### config.mk
export PLATFORM = sky130hd
export DESIGN_NAME = ram_access_ctrl
export DESIGN_NICKNAME = d
export VERILOG_FILES = /design/src/rtl/ram_ctrl_pkg.sv /design/src/rtl/ram_access_ctrl.sv
export SDC_FILE = /design/constraint.sdc
export NUM_CORES = 1
export LEC_CHECK = 0
export ABC_AREA = 1
export CAP_MARGIN = 20
export CORE_MARGIN = 2
export CORE_UTILIZATION = 47
export CTS_BUF_LIST = sky130_fd_sc_hd__clkbuf_2 sky130_fd_sc_hd__clkbuf_4 sky130_fd_sc_hd__clkbuf_8
export DETAILED_ROUTE_END_ITERATION = 10
export PLACE_DENSITY_LB_ADDON = 0.15
export SYNTH_ARGS = -nofsm -noshare
export SYNTH_HDL_FRONTEND = slang
export SYNTH_SLANG_ARGS = --single-unit
### constraint.sdc
create_clock -name clk -period 2.6 [get_ports clk]
set_clock_uncertainty 0.2 [all_clocks]
set_input_delay 0.52 -clock clk [delete_from_list [all_inputs] [get_ports clk]]
set_output_delay 0.52 -clock clk [all_outputs]
set_load 0.03 [all_outputs]
### src/rtl/ram_ctrl_pkg.sv
// ----------------------------------------------------------------------------
// ram_ctrl_pkg
// Shared definitions for the request-side RAM access controller:
//   DEPTH       - number of RAM words (256)
//   RAM_ADDR_W  - default RAM address width, derived from DEPTH
//   RAM_DATA_W  - default RAM word width
//   CLR_WORD    - value written to every location by a bulk clear
//   state_e     - controller FSM state encoding
// ----------------------------------------------------------------------------
package ram_ctrl_pkg;

  localparam int DEPTH      = 256;
  localparam int RAM_ADDR_W = $clog2(DEPTH);
  localparam int RAM_DATA_W = 16;

  localparam logic [15:0] CLR_WORD = 16'h0000;

  typedef enum logic [1:0] {
    IDLE    = 2'd0,
    RD_WAIT = 2'd1,
    CLEAR   = 2'd2
  } state_e;

endpackage

### src/rtl/ram_access_ctrl.sv
// ----------------------------------------------------------------------------
// ram_access_ctrl
// Request-side controller sitting directly in front of a single-port
// block-RAM wrapper that shares clk. Accepts single-word reads/writes over a
// valid/ready handshake, returns read data with a one-cycle strobe, and can
// bulk-clear the whole RAM. Every output except req_ready is registered.
//
// Ports:
//   clk        in   system clock, rising edge
//   reset      in   asynchronous, active-high reset
//   req_valid  in   request present
//   req_ready  out  request can be accepted this cycle (combinational)
//   req_we     in   1 = write, 0 = read
//   req_addr   in   request address
//   req_wdata  in   write data
//   rsp_valid  out  one-cycle strobe, rsp_rdata holds new read data
//   rsp_rdata  out  read data, held until the next response
//   clr_start  in   request a full-RAM clear (sampled in IDLE only)
//   clr_busy   out  clear in progress
//   clr_done   out  one-cycle strobe after the last clear write
//   ram_we     out  RAM write enable
//   ram_addr   out  RAM address
//   ram_din    out  RAM write data
//   ram_dout   in   RAM read data
//
// state   | meaning
// --------+---------------------------------------------------------------
// IDLE    | ready for a request or a clear; writes complete in one cycle
// RD_WAIT | read address presented, counting RAM latency to capture dout
// CLEAR   | sweeping CLR_WORD through every address, one per clock
// ----------------------------------------------------------------------------
module ram_access_ctrl
  import ram_ctrl_pkg::*;
#(
  parameter int ADDR_W = RAM_ADDR_W,
  parameter int DATA_W = RAM_DATA_W,
  parameter int RD_LAT = 1            // 1 or 2
) (
  input  logic              clk,
  input  logic              reset,

  input  logic              req_valid,
  output logic              req_ready,
  input  logic              req_we,
  input  logic [ADDR_W-1:0] req_addr,
  input  logic [DATA_W-1:0] req_wdata,

  output logic              rsp_valid,
  output logic [DATA_W-1:0] rsp_rdata,

  input  logic              clr_start,
  output logic              clr_busy,
  output logic              clr_done,

  output logic              ram_we,
  output logic [ADDR_W-1:0] ram_addr,
  output logic [DATA_W-1:0] ram_din,
  input  logic [DATA_W-1:0] ram_dout
);

  localparam int WAIT_W = 2;

  // Wait counter load: one extra RD_WAIT edge covers the RAM sampling the
  // address, then RD_LAT edges until dout is valid.
  localparam logic [WAIT_W-1:0] WAIT_LOAD = WAIT_W'(RD_LAT);

  // Clear counter is one bit wider than the address so that reaching
  // 2**ADDR_W marks the end of the sweep without wrapping.
  localparam logic [ADDR_W:0] CLR_END = {1'b1, {ADDR_W{1'b0}}};

  localparam logic [DATA_W-1:0] CLR_FILL = DATA_W'(CLR_WORD);

  state_e              state_q,     state_d;
  logic                ram_we_q,    ram_we_d;
  logic [ADDR_W-1:0]   ram_addr_q,  ram_addr_d;
  logic [DATA_W-1:0]   ram_din_q,   ram_din_d;
  logic                rsp_valid_q, rsp_valid_d;
  logic [DATA_W-1:0]   rsp_rdata_q, rsp_rdata_d;
  logic                clr_busy_q,  clr_busy_d;
  logic                clr_done_q,  clr_done_d;
  logic [WAIT_W-1:0]   wait_cnt_q,  wait_cnt_d;
  logic [ADDR_W:0]     clr_cnt_q,   clr_cnt_d;

  logic                req_fire;

  // A pending clr_start masks ready so the clear always wins in IDLE.
  assign req_ready = (state_q == IDLE) && !clr_start;
  assign req_fire  = req_valid && req_ready;

  always_comb begin
    state_d     = state_q;
    ram_we_d    = 1'b0;
    ram_addr_d  = ram_addr_q;
    ram_din_d   = ram_din_q;
    rsp_valid_d = 1'b0;
    rsp_rdata_d = rsp_rdata_q;
    clr_busy_d  = clr_busy_q;
    clr_done_d  = 1'b0;
    wait_cnt_d  = wait_cnt_q;
    clr_cnt_d   = clr_cnt_q;

    case (state_q)
      IDLE: begin
        if (clr_start) begin
          // First clear write (address 0) goes out in the next cycle.
          state_d    = CLEAR;
          ram_we_d   = 1'b1;
          ram_addr_d = '0;
          ram_din_d  = CLR_FILL;
          clr_busy_d = 1'b1;
          clr_cnt_d  = {{ADDR_W{1'b0}}, 1'b1};
        end else if (req_fire) begin
          ram_addr_d = req_addr;
          if (req_we) begin
            ram_we_d  = 1'b1;
            ram_din_d = req_wdata;
          end else begin
            state_d    = RD_WAIT;
            wait_cnt_d = WAIT_LOAD;
          end
        end
      end

      RD_WAIT: begin
        if (wait_cnt_q == '0) begin
          state_d     = IDLE;
          rsp_valid_d = 1'b1;
          rsp_rdata_d = ram_dout;
        end else begin
          wait_cnt_d = wait_cnt_q - 1'b1;
        end
      end

      CLEAR: begin
        if (clr_cnt_q == CLR_END) begin
          // Last address was written in the cycle just ending.
          state_d    = IDLE;
          clr_busy_d = 1'b0;
          clr_done_d = 1'b1;
          clr_cnt_d  = '0;
        end else begin
          ram_we_d   = 1'b1;
          ram_addr_d = clr_cnt_q[ADDR_W-1:0];
          ram_din_d  = CLR_FILL;
          clr_cnt_d  = clr_cnt_q + 1'b1;
        end
      end

      default: begin
        state_d = IDLE;
      end
    endcase
  end

  always_ff @(posedge clk or posedge reset) begin
    if (reset) begin
      state_q     <= IDLE;
      ram_we_q    <= 1'b0;
      ram_addr_q  <= '0;
      ram_din_q   <= '0;
      rsp_valid_q <= 1'b0;
      rsp_rdata_q <= '0;
      clr_busy_q  <= 1'b0;
      clr_done_q  <= 1'b0;
      wait_cnt_q  <= '0;
      clr_cnt_q   <= '0;
    end else begin
      state_q     <= state_d;
      ram_we_q    <= ram_we_d;
      ram_addr_q  <= ram_addr_d;
      ram_din_q   <= ram_din_d;
      rsp_valid_q <= rsp_valid_d;
      rsp_rdata_q <= rsp_rdata_d;
      clr_busy_q  <= clr_busy_d;
      clr_done_q  <= clr_done_d;
      wait_cnt_q  <= wait_cnt_d;
      clr_cnt_q   <= clr_cnt_d;
    end
  end

  assign ram_we    = ram_we_q;
  assign ram_addr  = ram_addr_q;
  assign ram_din   = ram_din_q;
  assign rsp_valid = rsp_valid_q;
  assign rsp_rdata = rsp_rdata_q;
  assign clr_busy  = clr_busy_q;
  assign clr_done  = clr_done_q;

endmodule

==> run metrics <==
normalized max-slew margin=0.718; wirelength, routed=6.67 mm; TritonCTS buffer count=9; root buf cell=clkbuf_8; layout net count=496; Distinct cells, synth=22; total number of vias=2,583; RSZ-0062 raised after global routing=false; Placer Congestion=0.806; Fin. Hold Viols=0; gr usage total=0.225; Post-DP HPWL=4.75 mm; CP max FO=3; Final Total Pwr=4.19 mW; Initial Util=0.490; Critical Path AT=1.51 ns; worst hold path stage count=2; # rows=27; initial antenna violation count=0; Final Setup Violations=0; num ports=90; pwr/cell area=1080 nW/um2; type of origin of the critical path=input pin; Max Cap Violations=0; crit path kind=in -> out; Crit path max-delay family=buffers and inverters; share of layout cells above drive strength 1=0.0730; drt drc=0; gr ovfl total=0; CTS max path bufs=2; Post-CTS Hold Fix Bufs=0; Util after Layout=0.695; FF-to-FF path depth=10; Mapped Area=2730 um2; leakage=1.96 nW; CTS H-tree lvls=3; PortBufs=89; postcts setup bufs=0; #FFs+latches synth=57; Hold WC Path Type=reg -> reg; CTS sink count=57; asr flop ratio synth=1.00; Pre-antenna DRT Iters=4; # resized after CTS=0; CTS tree=built; Synth Instances=354; setup tns final=0 ns; core outline area=5570 um2; Final Slew Violations=0; Post-Syn Area per Cell=7.72 um2; WP buf/inv=4; maximum vdd drop=522 uV; largest net degree at the start of global routing=39; first-pass GRT wire length=11.1 mm; Via density=4.93; dpl cells=509; Final min period=2.23 ns; Die Y=80.3 um; Levels on crit path=5; syn_nets=402; post-route antenna net violation count=0; WHS=0.272 ns; die extent in x=80.3 um; Clk Latency, worst-skew pair=0.32 ns; slowest CP cell=clkdlybuf4s50_1; WL/cell=12.7 um; Slew @ Worst Pin=0.423 ns; final cycle utilization of the critical path=0.856; CP Capture Type=primary output; P&R area growth vs syn=41.6%; Post-Layout Cell Count=524; status=complete, no violations; Highest Clock Rate=449 MHz; Slowest Stage Delay on Critical Path=0.50 ns; Starting DRT DRC Count=97; synth warn=0; most common cell after layout, fill and taps aside=nand2_1; Synth Flop Type=dfrtp_1; CTS clk-pin slew, worst paths=0.06 ns; most frequent cells in the layout=154 x nand2_1, 88 x clkdlybuf4s50_1, 57 x dfrtp_1; vias in the first global route=2,422; Die ar.=6440 um2; crit-path cells=clkdlybuf4s50_1 -> clkinv_1 -> nand2_1 -> inv_1 -> dlymetal6s2s_1; register area share after synthesis=0.522; Inserted Diodes=0; Post-synth EDFFs=0; WP data required=1.88 ns
layer usage:
layer  up-vias  share of wire  global-route usage
li1       1290              -                   -
met1      1192           0.45               0.299
met2        88           0.47               0.356
met3        13          0.063              0.0506
met4         0          0.022              0.0966
met5         -              0                   0
per-stage QoR:
step / setup WS, ns / instance area [um2]
after floorplan: 0.480 / 2730
after global placement: 0.0554 / 3680
after detailed placement: 0.0241 / 3680
after CTS: 0.0178 / 3870
after global routing: 0.303 / 3870
final: 0.373 / 3870
flip-flops by register name, indices dropped and copies added, names as in the netlist, 2 cells and up:
signal      cells
clr_cnt_q       9
ram_addr        8
ram_din        16
rsp_rdata      16
state_q         2
wait_cnt_q      2
cell usage after synthesis, types with 2 or more instances:
cell type	count	area share
inv_1	25	0.034
nor2_1	23	0.032
dfrtp_1	57	0.52
buf_2	5	0.0092
buf_4	2	0.0055
nand2_2	2	0.0046
buf_8	2	0.011
clkbuf_1	2	0.0027
inv_2	5	0.0069
o22ai_1	2	0.0046
nand2_1	154	0.21
ha_1	3	0.014
nand3_1	49	0.090
o21ai_0	14	0.026
nand2_4	2	0.0082
worst paths after layout:
path,start,endpoint,slack [ns]
min in group asynchronous,reset,rsp_rdata[5]$_DFFE_PP0P_,0.32
max in group asynchronous,reset,clr_cnt_q[1]$_DFFE_PP0N_,1.35
worst min register to register,rsp_rdata[7]$_DFFE_PP0P_,rsp_rdata[7]$_DFFE_PP0P_,0.27
worst min-delay path,rsp_rdata[7]$_DFFE_PP0P_,rsp_rdata[7]$_DFFE_PP0P_,0.27
worst max-delay path,clr_start,req_ready,0.37
worst max register to register,clr_cnt_q[1]$_DFFE_PP0N_,clr_cnt_q[8]$_DFFE_PP0N_,0.79
power by group:
group	internal (mW)	total [mW]	switching, mW
sequential	1.20	1.39	0.194
combinational	0.761	2.04	1.28
clock	0.428	0.757	0.329
total	2.39	4.19	1.80
layout make-up:
cell class / count / area (um2)
clock buffer: 13 / 173
inverter: 31 / 116
sequential: 57 / 1430
tap: 72 / 90.1
fill: 485 / 1700
timing repair buffer: 95 / 951
clock inverter: 2 / 12.5
multi-input combinational: 254 / 1100
kinds of logic after synthesis:
family	Yosys count	synth area share
fa+ha+maj	3	0.0137
flops	57	0.522
simple gates	233	0.354
xor+xnor	1	0.00320
buf+inv	43	0.0751
compound gates	17	0.0320
worst register-to-register path: cells and delay by family, from the launching register on:
family	cells	cell delay (ns)
fa+ha+maj	1	0.15
buf+inv	3	0.37
simple gates	6	0.58
flops	1	0.40
Power figures use the tool's default switching activity.
